==> src/rtl/i2s_sample_feeder_if.sv <==
// Bundle of decoder-side and transmitter-side signals around the I2S sample feeder.
// The master modport is the environment (decoder + transmitter), the slave modport is the feeder.
interface i2s_sample_feeder_if #(
    parameter int WIDTH = 16,
    parameter int DEPTH = 8
);
    localparam int LW = $clog2(DEPTH) + 1;

    logic             in_valid;
    logic             in_ready;
    logic [WIDTH-1:0] in_left;
    logic [WIDTH-1:0] in_right;
    logic             tx_ready;
    logic [WIDTH-1:0] tx_data;
    logic             tx_chan;
    logic             underrun;
    logic             underrun_clr;
    logic [LW-1:0]    level;

    modport master (
        output in_valid, in_left, in_right, tx_ready, underrun_clr,
        input  in_ready, tx_data, tx_chan, underrun, level
    );

    modport slave (
        input  in_valid, in_left, in_right, tx_ready, underrun_clr,
        output in_ready, tx_data, tx_chan, underrun, level
    );
endinterface

==> src/rtl/i2s_sample_feeder.sv <==
// Stereo frame FIFO feeding an I2S transmitter one word at a time (left, then right).
// On underrun a silence frame is inserted so the L/R phase is never lost.
module i2s_sample_feeder #(
    parameter int WIDTH = 16,
    parameter int DEPTH = 8
) (
    input logic              clk,
    input logic              rst,
    i2s_sample_feeder_if.slave bus
);
    localparam int AW = $clog2(DEPTH);
    localparam int PW = AW + 1;
    localparam logic [PW-1:0] PTR_ONE = PW'(1);
    localparam logic [WIDTH-1:0] SILENCE = {WIDTH{1'b0}};

    typedef enum logic [1:0] {
        PRIME = 2'd0,
        LEFT  = 2'd1,
        RIGHT = 2'd2
    } state_t;

    // Frame storage: {left, right} per entry
    logic [2*WIDTH-1:0] mem_r [DEPTH];

    logic [PW-1:0]    wr_ptr_r;
    logic [PW-1:0]    rd_ptr_r;
    state_t           state_r;
    state_t           state_s;
    logic [WIDTH-1:0] tx_data_r;
    logic [WIDTH-1:0] tx_data_s;
    logic             tx_chan_r;
    logic             tx_chan_s;
    logic [WIDTH-1:0] cur_right_r;
    logic [WIDTH-1:0] cur_right_s;
    logic             underrun_r;
    logic             underrun_s;

    logic             full_s;
    logic             empty_s;
    logic             push_s;
    logic             pop_s;
    logic             set_underrun_s;
    logic [WIDTH-1:0] head_left_s;
    logic [WIDTH-1:0] head_right_s;

    // Pointer-derived status: full when only the wrap bit differs
    always_comb begin
        full_s       = (wr_ptr_r[AW] != rd_ptr_r[AW]) &&
                       (wr_ptr_r[AW-1:0] == rd_ptr_r[AW-1:0]);
        empty_s      = (wr_ptr_r == rd_ptr_r);
        push_s       = bus.in_valid && !full_s;
        head_left_s  = mem_r[rd_ptr_r[AW-1:0]][2*WIDTH-1:WIDTH];
        head_right_s = mem_r[rd_ptr_r[AW-1:0]][WIDTH-1:0];
    end

    assign bus.in_ready = !full_s;
    assign bus.level    = wr_ptr_r - rd_ptr_r;
    assign bus.tx_data  = tx_data_r;
    assign bus.tx_chan  = tx_chan_r;
    assign bus.underrun = underrun_r;

    // Frame write into storage; contents need no reset since pointers gate visibility
    always_ff @(posedge clk) begin
        if (push_s) begin
            mem_r[wr_ptr_r[AW-1:0]] <= {bus.in_left, bus.in_right};
        end
    end

    // Next-state and output decode for the PRIME/LEFT/RIGHT sequencer
    always_comb begin
        state_s        = state_r;
        tx_data_s      = tx_data_r;
        tx_chan_s      = tx_chan_r;
        cur_right_s    = cur_right_r;
        pop_s          = 1'b0;
        set_underrun_s = 1'b0;
        case (state_r)
            PRIME: begin
                if (!empty_s) begin
                    pop_s       = 1'b1;
                    tx_data_s   = head_left_s;
                    cur_right_s = head_right_s;
                    tx_chan_s   = 1'b0;
                    state_s     = LEFT;
                end else begin
                    tx_data_s = SILENCE;
                    tx_chan_s = 1'b0;
                end
            end
            LEFT: begin
                if (bus.tx_ready) begin
                    tx_data_s = cur_right_r;
                    tx_chan_s = 1'b1;
                    state_s   = RIGHT;
                end else begin
                    state_s = LEFT;
                end
            end
            RIGHT: begin
                if (bus.tx_ready && !empty_s) begin
                    pop_s       = 1'b1;
                    tx_data_s   = head_left_s;
                    cur_right_s = head_right_s;
                    tx_chan_s   = 1'b0;
                    state_s     = LEFT;
                end else if (bus.tx_ready) begin
                    // Silence frame keeps the channel phase; never fall back to PRIME
                    tx_data_s      = SILENCE;
                    cur_right_s    = SILENCE;
                    tx_chan_s      = 1'b0;
                    set_underrun_s = 1'b1;
                    state_s        = LEFT;
                end else begin
                    state_s = RIGHT;
                end
            end
            default: begin
                state_s     = PRIME;
                tx_data_s   = SILENCE;
                tx_chan_s   = 1'b0;
                cur_right_s = SILENCE;
            end
        endcase
    end

    // Sticky underrun: a new set wins over a simultaneous clear
    always_comb begin
        if (set_underrun_s) begin
            underrun_s = 1'b1;
        end else if (bus.underrun_clr) begin
            underrun_s = 1'b0;
        end else begin
            underrun_s = underrun_r;
        end
    end

    // State, output and pointer registers
    always_ff @(posedge clk or posedge rst) begin
        if (rst) begin
            state_r     <= PRIME;
            tx_data_r   <= SILENCE;
            tx_chan_r   <= 1'b0;
            cur_right_r <= SILENCE;
            underrun_r  <= 1'b0;
            wr_ptr_r    <= {PW{1'b0}};
            rd_ptr_r    <= {PW{1'b0}};
        end else begin
            state_r     <= state_s;
            tx_data_r   <= tx_data_s;
            tx_chan_r   <= tx_chan_s;
            cur_right_r <= cur_right_s;
            underrun_r  <= underrun_s;
            if (push_s) begin
                wr_ptr_r <= wr_ptr_r + PTR_ONE;
            end
            if (pop_s) begin
                rd_ptr_r <= rd_ptr_r + PTR_ONE;
            end
        end
    end
endmodule

==> src/flat_wrapper.sv <==
// flat-port wrapper written by rule: the top's interface ports become plain ports
module i2s_sample_feeder_flat 
#(
    parameter int WIDTH = 16,
    parameter int DEPTH = 8
)
  (clk, rst, bus_in_valid, bus_in_left, bus_in_right, bus_tx_ready, bus_underrun_clr, bus_in_ready, bus_tx_data, bus_tx_chan, bus_underrun, bus_level);
  i2s_sample_feeder_if #(.WIDTH(WIDTH), .DEPTH(DEPTH)) bus_i ();
  input logic clk;
  input logic rst;
  input wire logic [$bits(bus_i.in_valid)-1:0] bus_in_valid;
  input wire logic [$bits(bus_i.in_left)-1:0] bus_in_left;
  input wire logic [$bits(bus_i.in_right)-1:0] bus_in_right;
  input wire logic [$bits(bus_i.tx_ready)-1:0] bus_tx_ready;
  input wire logic [$bits(bus_i.underrun_clr)-1:0] bus_underrun_clr;
  output wire logic [$bits(bus_i.in_ready)-1:0] bus_in_ready;
  output wire logic [$bits(bus_i.tx_data)-1:0] bus_tx_data;
  output wire logic [$bits(bus_i.tx_chan)-1:0] bus_tx_chan;
  output wire logic [$bits(bus_i.underrun)-1:0] bus_underrun;
  output wire logic [$bits(bus_i.level)-1:0] bus_level;
  assign bus_i.in_valid = bus_in_valid;
  assign bus_i.in_left = bus_in_left;
  assign bus_i.in_right = bus_in_right;
  assign bus_i.tx_ready = bus_tx_ready;
  assign bus_i.underrun_clr = bus_underrun_clr;
  assign bus_in_ready = bus_i.in_ready;
  assign bus_tx_data = bus_i.tx_data;
  assign bus_tx_chan = bus_i.tx_chan;
  assign bus_underrun = bus_i.underrun;
  assign bus_level = bus_i.level;
  i2s_sample_feeder #(.WIDTH(WIDTH), .DEPTH(DEPTH)) u_core (.clk(clk), .rst(rst), .bus(bus_i));
endmodule
==> config.mk <==
export PLATFORM = sky130hd
export DESIGN_NAME = i2s_sample_feeder_flat
export DESIGN_NICKNAME = d
export VERILOG_FILES = /design/src/rtl/i2s_sample_feeder_if.sv /design/src/rtl/i2s_sample_feeder.sv /design/src/flat_wrapper.sv
export SDC_FILE = /design/constraint.sdc
export NUM_CORES = 1
export LEC_CHECK = 0
export ABC_CLOCK_PERIOD_IN_PS = 4770
export BUFFER_PORTS_ARGS = -buffer_cell sky130_fd_sc_hd__buf_4
export CAP_MARGIN = 20
export CORE_MARGIN = 4
export CORE_UTILIZATION = 45
export DETAILED_ROUTE_END_ITERATION = 8
export GPL_TIMING_DRIVEN = 0
export PLACE_DENSITY = 0.73
export SLEW_MARGIN = 20
export SYNTH_ARGS = -nofsm -noshare
export SYNTH_HDL_FRONTEND = slang
export SYNTH_SLANG_ARGS = --single-unit
==> constraint.sdc <==
create_clock -name clk -period 4.77 [get_ports clk]
set_clock_uncertainty 0.1 [all_clocks]
set_input_delay 0.7155 -clock clk [delete_from_list [all_inputs] [get_ports clk]]
set_output_delay 0.7155 -clock clk [all_outputs]
set_load 0.01 [all_outputs]
# Yosys cells after proc, flatten, opt, wreduce, memory -nomap -nowiden
# Memories as Yosys holds them, arrays and structs flattened.
# Index checks and enable logic that the tools add are counted.
# W data, S select, Z words.
[word_totals]
ff_bits = 44
wordCells = 56
n_memories = 1
out_inout_bits = 23
ram_bits = 256
[mem_list]
columns = ["memory", "words", "word_bits", "rd", "rd_clocked_by_memory_dff", "wr", "line", "text"]
rows = [
  ["u_core.mem_r", 8, 32, 1, 0, 1, "i2s_sample_feeder.sv:23", "logic [2*WIDTH-1:0] mem_r [DEPTH];"],
]
[op_classes]
n_addsub = 3
bitwise = 1
n_mux = 27
eq_ne = 8
reduce_logical = 9
[op_table]
columns = ["cell", "count"]
rows = [
  ["$mux W16", 6],
  ["$pmux W16 S3", 2],
  ["$mux W1", 12],
  ["$add A4 B1 Y4 const B", 2],
  ["$mux W2", 4],
  ["$pmux W2 S3", 1],
  ["$eq A4 B4 Y1", 1],
  ["$ne A2 B2 Y1 const B", 2],
  ["$pmux W1 S2", 2],
  ["$sub A4 B4 Y4", 1],
  ["$eq A3 B3 Y1", 1],
  ["$logic_and A1 B1 Y1", 3],
  ["$ne A3 B2 Y1 const B", 1],
  ["$reduce_and A3 Y1", 1],
  ["$eq A2 B1 Y1 const B", 1],
  ["$eq A2 B2 Y1 const B", 1],
  ["$logic_not A1 Y1", 2],
  ["$logic_not A2 Y1", 1],
  ["$reduce_and A2 Y1", 1],
  ["$reduce_bool A2 Y1", 1],
  ["$ne A1 B1 Y1", 1],
  ["$not A1 Y1", 1],
]

# Depth between registers and ports, before layout
# Gate-level depths: netlist of the first run.
[depth]
ltp_word = 6
ltp_mapped = 9
depth_no_buf = 6

# Worst setup path before layout of the first run
# OpenSTA, ideal clock, no wires.
[synth_timing]
path_type = "reg2reg"
from = "register u_core.rd_ptr_r[1]"
to = "memory u_core.mem_r[0][0] (netlist bit) (enable)"
setup_time_ns = 0.461
path_slack_ns = 0.029
arrival_time_ns = 4.180
synth_period_minus_slack_ns = 4.741
path_buffers = 2
stages_incl_launch_ff = 9
t_required_ns = 4.209
cell_sequence = "dfrtp_1 buf_6 buf_8 inv_1 ha_1 and3_1 a21boi_0 nand2_1 nor3_1"
[synth_via]
elab_chain_cells = 6
[synth_rtl]
columns = ["item", "line", "text"]
rows = [
  ["start: declaration", "i2s_sample_feeder.sv:26", "logic [PW-1:0] rd_ptr_r;"],
  ["start signal: assignment", "i2s_sample_feeder.sv:146", "rd_ptr_r <= {PW{1'b0}};"],
  ["start signal: assignment", "i2s_sample_feeder.sv:157", "rd_ptr_r <= rd_ptr_r + PTR_ONE;"],
  ["$eq A3 B3 Y1", "i2s_sample_feeder.sv:49", "(wr_ptr_r[AW-1:0] == rd_ptr_r[AW-1:0]);"],
  ["$logic_and A1 B1 Y1", "i2s_sample_feeder.sv:48", "full_s = (wr_ptr_r[AW] != rd_ptr_r[AW]) &&"],
  ["$logic_not A1 Y1", "i2s_sample_feeder.sv:51", "push_s = bus.in_valid && !full_s;"],
  ["$logic_and A1 B1 Y1", "i2s_sample_feeder.sv:51", ""],
  ["$mux W1", "i2s_sample_feeder.sv:64", "if (push_s) begin"],
  ["$mux W1 (not written as such)", "i2s_sample_feeder.sv:65", "mem_r[wr_ptr_r[AW-1:0]] <= {bus.in_left, bus.in_right};"],
  ["end: declaration", "i2s_sample_feeder.sv:23", ""],
]
# Every way passes these cells.

# Worst setup path in the final report of the first run
[layout_timing]
from = "register u_core.rd_ptr_r[2]"
to = "memory u_core.mem_r[0][27] (netlist bit) (enable)"
# Same word-level chain as after synthesis.

==> metrics, run 1 <==
Placer Congestion 0.811; Sw Pwr 2.71 mW; EDFF count, synth 256; FF-to-FF setup slack 490 ps; area growth from synthesis to layout 17.7%; worst rel slew slack 39.0%; Async SR Flop Fraction 14.7%; WP buf/inv 5; Post-Syn Area 0.0116 mm²; first drt pass iteration count 5; CP dominant cell by count buf_2; final setup fails 0; core area 0.0253 mm²; Die ar. 0.0284 mm²; Die W 169 µm; power share of the combinational group 33.1%; CP Capture Type flip-flop; RR Endpoint u_core.mem_r[0][27]; final WL 23,700 µm; clock latency on the worst-skew pair 550 ps; # resized after CTS 0; Hold Fails Final Rpt 0; Worst Tran Pin Value 915 ps; Worst Setup SP u_core.rd_ptr_r[2]; fin nets 692; largest net degree at the start of global routing 34; Worst setup SP type flip-flop; synth unique cells 44; Clock Sinks 300; Tightest Hold Check Type in2async; LEAKAGE 4.76 nW; total track usage 16.8%; Primary FF master, synth edfxtp_1; arrival time of the worst setup path 4440 ps; Ant. Diodes 0; Pwr per Cell Area 637 mW/mm²; reg2reg start u_core.rd_ptr_r[2]; register area 0.00879 mm²; Post-CTS Setup Bufs 0; cell family with most CP delay simple AND/OR/NAND/NOR gates; via count 5,584; final core occ 54.1%; Wirelength per Cell 23.6 µm; CTS Buf Count 30; Design Power 8.70 mW; Post-CTS Hold Buffers 0; via density per instance 5.57; Worst path max stage delay 650 ps; Peak Freq 0.233 GHz; TritonCTS clock tree built; cell row count 58; YS warnings 0; Slew Limit Fails 0; Initial Utilization 46.0%; HPWL Detailed 15,900 µm; r2r worst-path depth 10; crit path max fanout 10; Gate Count Post-Synth 542; Int Pwr 6.00 mW; Reg clk slew, reported paths 60 ps; critical path's slowest cell nor3_2; Max clock buf depth 3; peak supply drop 0.000462 V; part of the cycle the worst path needs 89.8%; initial antenna violation count 0; synth top area cells edfxtp_1 (66%), mux4_2 (12%), dfrtp_1 (9.5%); Ports 60; H-tree Lvls 1; crit path capture u_core.mem_r[0][27]; Multi-input gate area 0.00260 mm²; DRT iter0 DRCs 515; syn_area_per_cell 21.4 µm²; PortBufs 59; Max-cap violations 0; RSZ-0062 raised after global routing false; Synth top cells by count edfxtp_1 (256), mux4_2 (62), dfrtp_1 (44), mux2i_1 (31), o21ai_1 (17); post-synth net total 585; Required @ worst endpoint 4920 ps; Seq/Total Area, Yosys 75.7%; Synth area leader edfxtp_1; vias in the first global route 5,858; worst-path cell chain buf_2 > buf_2 > inv_1 > ha_1 > and3_1 > a21boi_0 > nand2_1 > nor3_2 > buf_6 > buf_4; first-pass GRT wire length 36,000 µm; top cell type's share of synthesized area 66.2%; FILL cells 1,875; clk root buf clkbuf_16; clock share of power 25.0%; grt ovf 0; status completed; Seq cells post-synth 300; count leader, synth edfxtp_1; post-route DRC violation count 0; Tmin final 4280 ps; Setup CP Type reg2reg; post-route ant nets 0; switching part of the total 31.1%; Die Height 169 µm; WP depth 10; Sequential Power Share 41.9%; layout cell share with drive strength beyond 1 31.5%
## metrics by stage
stage / instance area (µm²) / setup slack (ps) / std cells / TNS [ps] / hold slack, ps
after global placement: 12500 / -2680 / 931 / -316970 / 375
final: 13700 / 486 / 1003 / 0 / 9.09
after floorplan: 11600 / 28.7 / 542 / 0 / 357
after detailed placement: 12700 / 552 / 947 / 0 / 391
after CTS: 13700 / 516 / 1003 / 0 / 6.85
after global routing: 13700 / 291 / 1003 / 0 / 27.6
## routing by layer
layer	track usage, %	vias to the layer above	wire (µm)	part of all wire, %
met5	0	-	0	0
met4	4.62	0	496	2.1
met2	27.5	206	11700	50
li1	-	2453	-	-
met3	3.01	38	1640	6.9
met1	23.5	2887	9800	41
## power by group through the flow
| stage | Clock [mW] | Combinational [mW] | Sequential (mW) |
|---|---|---|---|
| 2_1_floorplan | 0 | 1.90 | 3.63 |
| 3_3_place_gp | 0 | 2.72 | 3.70 |
| 3_5_place_dp | 0 | 2.90 | 3.69 |
| 4_1_cts | 2.21 | 2.93 | 3.65 |
| 5_1_grt | 2.32 | 3.11 | 3.69 |
| 6_report | 2.17 | 2.88 | 3.65 |
## layout by cell type, fill, tap and decap left out, drive strengths merged, types with 3 or more instances in the layout
cell type  netlist  routed
edfxtp         256     256
buf             22      97
mux4            64      64
dfrtp           44      44
clkbuf           2      40
mux2i           31      31
o21ai           19      19
a22oi           16      16
clkinv           0      16
o2bb2ai         15      15
inv             12      12
nand2           11      11
nor2            11      11
xnor2            7       7
ha               5       5
nor3             3       3
## cell families after synthesis
family	Yosys count	share of synthesized area [%]
AO/OA/AOI/OAI	62	3.90
XOR/XNOR	9	0.744
adder cells (fa/ha/maj)	6	0.711
buffers and inverters	36	2.32
flip-flops	300	75.7
multiplexers	96	15.2
AND/OR/NAND/NOR	33	1.40
## area by class of cell
type                       count  share of cell area, %
tap                          330                   3.02
clock buffer                  38                   5.71
inverter                      12                  0.330
buffer                        24                   1.64
sequential                   300                   64.3
timing repair buffer          75                   4.95
clock inverter                18                   1.02
multi-input combinational    206                   19.0
## flip-flops by register name, summed over array words and instances, names as in the netlist
register and count:
u_core.wr_ptr_r 4, u_core.bus.tx_data 16, u_core.bus.tx_chan 1, u_core.rd_ptr_r 4, u_core.bus.underrun 1, u_core.state_r 2, u_core.mem_r 256, u_core.cur_right_r 16
## how the worst min path moves through the flow
stage	end	cells after the start
after CTS	u_core.bus.tx_chan	2
after detailed placement	u_core.cur_right_r[3]	1
final	u_core.bus.tx_chan	2
after floorplan	u_core.cur_right_r[10]	1
after global placement	u_core.bus.underrun	1
after global routing	u_core.bus.tx_chan	2
Power figures use the tool's default switching activity.
==> inputs of run 2 (changes only) <==
--- a/config.mk
+++ b/config.mk
@@ -5,11 +5,13 @@
 export SDC_FILE = /design/constraint.sdc
 export NUM_CORES = 1
 export LEC_CHECK = 0
+export ABC_AREA = 1
 export ABC_CLOCK_PERIOD_IN_PS = 4770
 export BUFFER_PORTS_ARGS = -buffer_cell sky130_fd_sc_hd__buf_4
 export CAP_MARGIN = 20
 export CORE_MARGIN = 4
 export CORE_UTILIZATION = 45
+export CTS_CLUSTER_DIAMETER = 120
 export DETAILED_ROUTE_END_ITERATION = 8
 export GPL_TIMING_DRIVEN = 0
 export PLACE_DENSITY = 0.73
==> run 2 against run 1 <==
  * First-iteration DRC count grew 120%
  * Clock power grew 4%
  * Critical path depth grew 3
  * Flip-flop and latch count is the same
  * Critical endpoint is now u_core.mem_r[6][8]
==> metrics, run 2 <==
Tmin final 4250 ps (was 4280 ps); EDFF count, synth 256 (unchanged); mux share of post-synthesis cell area 0% (was 15.2%); synth unique cells 29 (was 44); Adder-Cell Fraction of Synth Area 0.677% (was 0.711%); Hold Fails Final Rpt 0 (unchanged); Die Height 173 µm (was 169 µm); Slew Limit Fails 0 (unchanged); TritonCTS clock tree built (unchanged); Required @ worst endpoint 4930 ps (was 4920 ps); Initial Utilization 46.3% (was 46.0%); via density per instance 5.43 (was 5.57); Seq/Total Area, Yosys 72.1% (was 75.7%); vias in the first global route 8,040 (was 5,858); Max clock buf depth 3 (unchanged); Pwr per Cell Area 658 mW/mm² (was 637 mW/mm²); peak supply drop 0.000386 V (was 0.000462 V); H-tree Lvls 1 (unchanged); post-route ant nets 0 (unchanged); # resized after CTS 0 (unchanged); core area 0.0264 mm² (was 0.0253 mm²); Peak Freq 0.235 GHz (was 0.233 GHz); Post-CTS Setup Bufs 0 (unchanged); grt ovf 0 (unchanged); Clock Sinks 300 (unchanged); Seq cells post-synth 300 (unchanged); via count 8,172 (was 5,584); Wirelength per Cell 20.3 µm (was 23.6 µm); crit path max fanout 10 (unchanged); Async SR Flop Fraction 14.7% (unchanged); synth top area cells edfxtp_1 (63%), dfrtp_1 (9.0%), nand2_1 (7.9%) (was edfxtp_1 (66%), mux4_2 (12%), dfrtp_1 (9.5%)); PortBufs 59 (unchanged); Design Power 9.40 mW (was 8.70 mW); Worst path max stage delay 660 ps (was 650 ps); worst-path cell chain inv_2 > clkbuf_1 > ha_1 > nand2_1 > nor2_2 > nand3_1 > nand2_1 > inv_1 > nand2_1 > nor3_2 > buf_4 > buf_4 > buf_4 (was buf_2 > buf_2 > inv_1 > ha_1 > and3_1 > a21boi_0 > nand2_1 > nor3_2 > buf_6 > buf_4); clk root buf clkbuf_16 (unchanged); clock latency on the worst-skew pair 560 ps (was 550 ps); Post-DP Area 0.0134 mm² (was 0.0127 mm²); status completed (unchanged); Worst setup SP type flip-flop (unchanged); Synth area leader edfxtp_1 (unchanged); CTS Buf Count 29 (was 30); Gate Count Post-Synth 1,044 (was 542); Ports 60 (unchanged); total track usage 19.9% (was 16.8%); CP Capture Type flip-flop (unchanged); max FFs per register 256 (unchanged); initial antenna violation count 2 (was 0); critical path's slowest cell nor3_2 (unchanged); post-route DRC violation count 0 (unchanged); Synth Area in Compound Gates 6.45% (was 3.90%); Reg clk slew, reported paths 70 ps (was 60 ps); largest family of logic cells by synthesized area simple AND/OR/NAND/NOR gates (was multiplexers); layout cell share with drive strength beyond 1 14.4% (was 31.5%); Die W 173 µm (was 169 µm); WHS 48.1 ps (was 9.09 ps); final setup fails 0 (unchanged); Setup CP Type reg2reg (unchanged); leading cell type in the layout, fill and taps excluded nand2_1 (was edfxtp_1); most frequent cells in the layout nand2_1 (258), edfxtp_1 (256), nor2_1 (130), nand3_1 (83), o21ai_0 (82) (was edfxtp_1 (256), buf_4 (65), mux4_2 (62), dfrtp_1 (44), mux2i_1 (31)); Ant. Diodes 0 (unchanged); Primary FF master, synth edfxtp_1 (unchanged); Tightest Hold Check Type in2async (unchanged); fin nets 1,190 (was 692); arrival time of the worst setup path 4420 ps (was 4440 ps); final WL 30,500 µm (was 23,700 µm); FILL cells 2,101 (was 1,875); Worst Tran Pin Value 784 ps (was 915 ps); Die ar. 0.0298 mm² (was 0.0284 mm²); HPWL Detailed 19,800 µm (was 15,900 µm); Place WS 513 ps (was 552 ps); YS warnings 0 (unchanged); area growth from synthesis to layout 17.2% (was 17.7%); Synth top cells by count nand2_1 (258), edfxtp_1 (256), nor2_1 (137), nand3_1 (83), o21ai_0 (82) (was edfxtp_1 (256), mux4_2 (62), dfrtp_1 (44), mux2i_1 (31), o21ai_1 (17)); PnR worst setup slack 517 ps (was 486 ps); worst rel slew slack 47.7% (was 39.0%); r2r worst-path depth 13 (was 10); RSZ-0062 raised after global routing false (unchanged); Placer Congestion 0.850 (was 0.811); Post-CTS Hold Buffers 0 (unchanged); first-pass GRT wire length 45,800 µm (was 36,000 µm); first drt pass iteration count 7 (was 5); DRT iter0 DRCs 1,108 (was 515); simple-gate area share of the yosys netlist 15.9% (was 1.40%); cell row count 59 (was 58); LEAKAGE 5.55 nW (was 4.76 nW); count leader, synth nand2_1 (was edfxtp_1); top cell type's share of synthesized area 63.0% (was 66.2%); syn_area_per_cell 11.7 µm² (was 21.4 µm²); Post-Layout Inst Area 0.0143 mm² (was 0.0137 mm²); part of the cycle the worst path needs 89.2% (was 89.8%); largest net degree at the start of global routing 29 (was 34); Post-Syn Area 0.0122 mm² (was 0.0116 mm²); Synth Area in XOR/XNOR 0.503% (was 0.743%); Max-cap violations 0 (unchanged); post-synth net total 1,087 (was 585)
-- run 2: cell types whose count changed in the layout (fill, tap and decap cells not counted), sizes merged, moves of 11 or more --
cell and delta:
nor2 +128, mux4 -64, buf +11, o2bb2ai -15
mux2i -31, nand2 +249, clkbuf +19, nand3 +82
inv +52, a22oi -16, o21ai +65, o211ai +44
-- run 2: power breakdown --
group          internal (mW)  total [mW]  switching, mW
clock                   1.32        2.25          0.934
combinational           1.11        3.57           2.46
sequential              3.39        3.58          0.191
-- run 2: cells by family (layout without fill, tap and decap cells) --
family | after synthesis | count (layout)
AO/OA/AOI/OAI | 130 | 130
XOR/XNOR | 7 | 7
adder cells (fa/ha/maj) | 6 | 6
buffers and inverters | 117 | 243
flip-flops | 300 | 300
AND/OR/NAND/NOR | 484 | 484
-- run 2: worst paths after layout --
kind                                          end  slack [ps]                   start
max                            u_core.mem_r[6][8]         520      u_core.rd_ptr_r[2]
min                         u_core.bus.tx_data[0]          50                     rst
max reg2reg                    u_core.mem_r[6][8]         520      u_core.rd_ptr_r[2]
min reg2reg                u_core.bus.tx_data[11]         380  u_core.bus.tx_data[11]
max in group asynchronous   u_core.cur_right_r[2]        4040                     rst
min in group clk              u_core.bus.underrun         250        bus_underrun_clr
-- run 2: routing by layer --
metal | up-vias | global-route usage, % | wire, µm
met4 | 4 | 6.59 | 862
met1 | 3903 | 26.0 | 12100
met5 | - | 0 | 32
met2 | 396 | 32.8 | 14700
met3 | 75 | 4.91 | 2770
li1 | 3794 | - | -
-- run 2: worst max-delay path: cells and delay by family, from the launching register on --
family	cells	cell delay (ps)
fa+ha+maj	1	380
flops	1	480
buf+inv	6	1640
simple gates	6	1330
-- run 2: cell type report --
class	instances	area, µm²	share of cell area [%]
Clock inverter	13	148	1.03
Clock buffer	41	791	5.53
Multi-Input combinational cell	627	2930	20.5
Buffer	54	293	2.05
Tap cell	335	419	2.93
Timing Repair Buffer	72	683	4.78
Inverter	63	239	1.67
Sequential cell	300	8790	61.5
-- run 2: per-stage QoR --
| stage | utilization [%] | cells | TNS, ps |
|---|---|---|---|
| floorplan | - | 1044 | 0 |
| global placement | 49.5 | 1438 | -214900 |
| detailed placement | 50.7 | 1451 | 0 |
| CTS | 54.2 | 1505 | 0 |
| global route | 54.2 | 1505 | 0 |
| finish | 54.2 | 1505 | 0 |
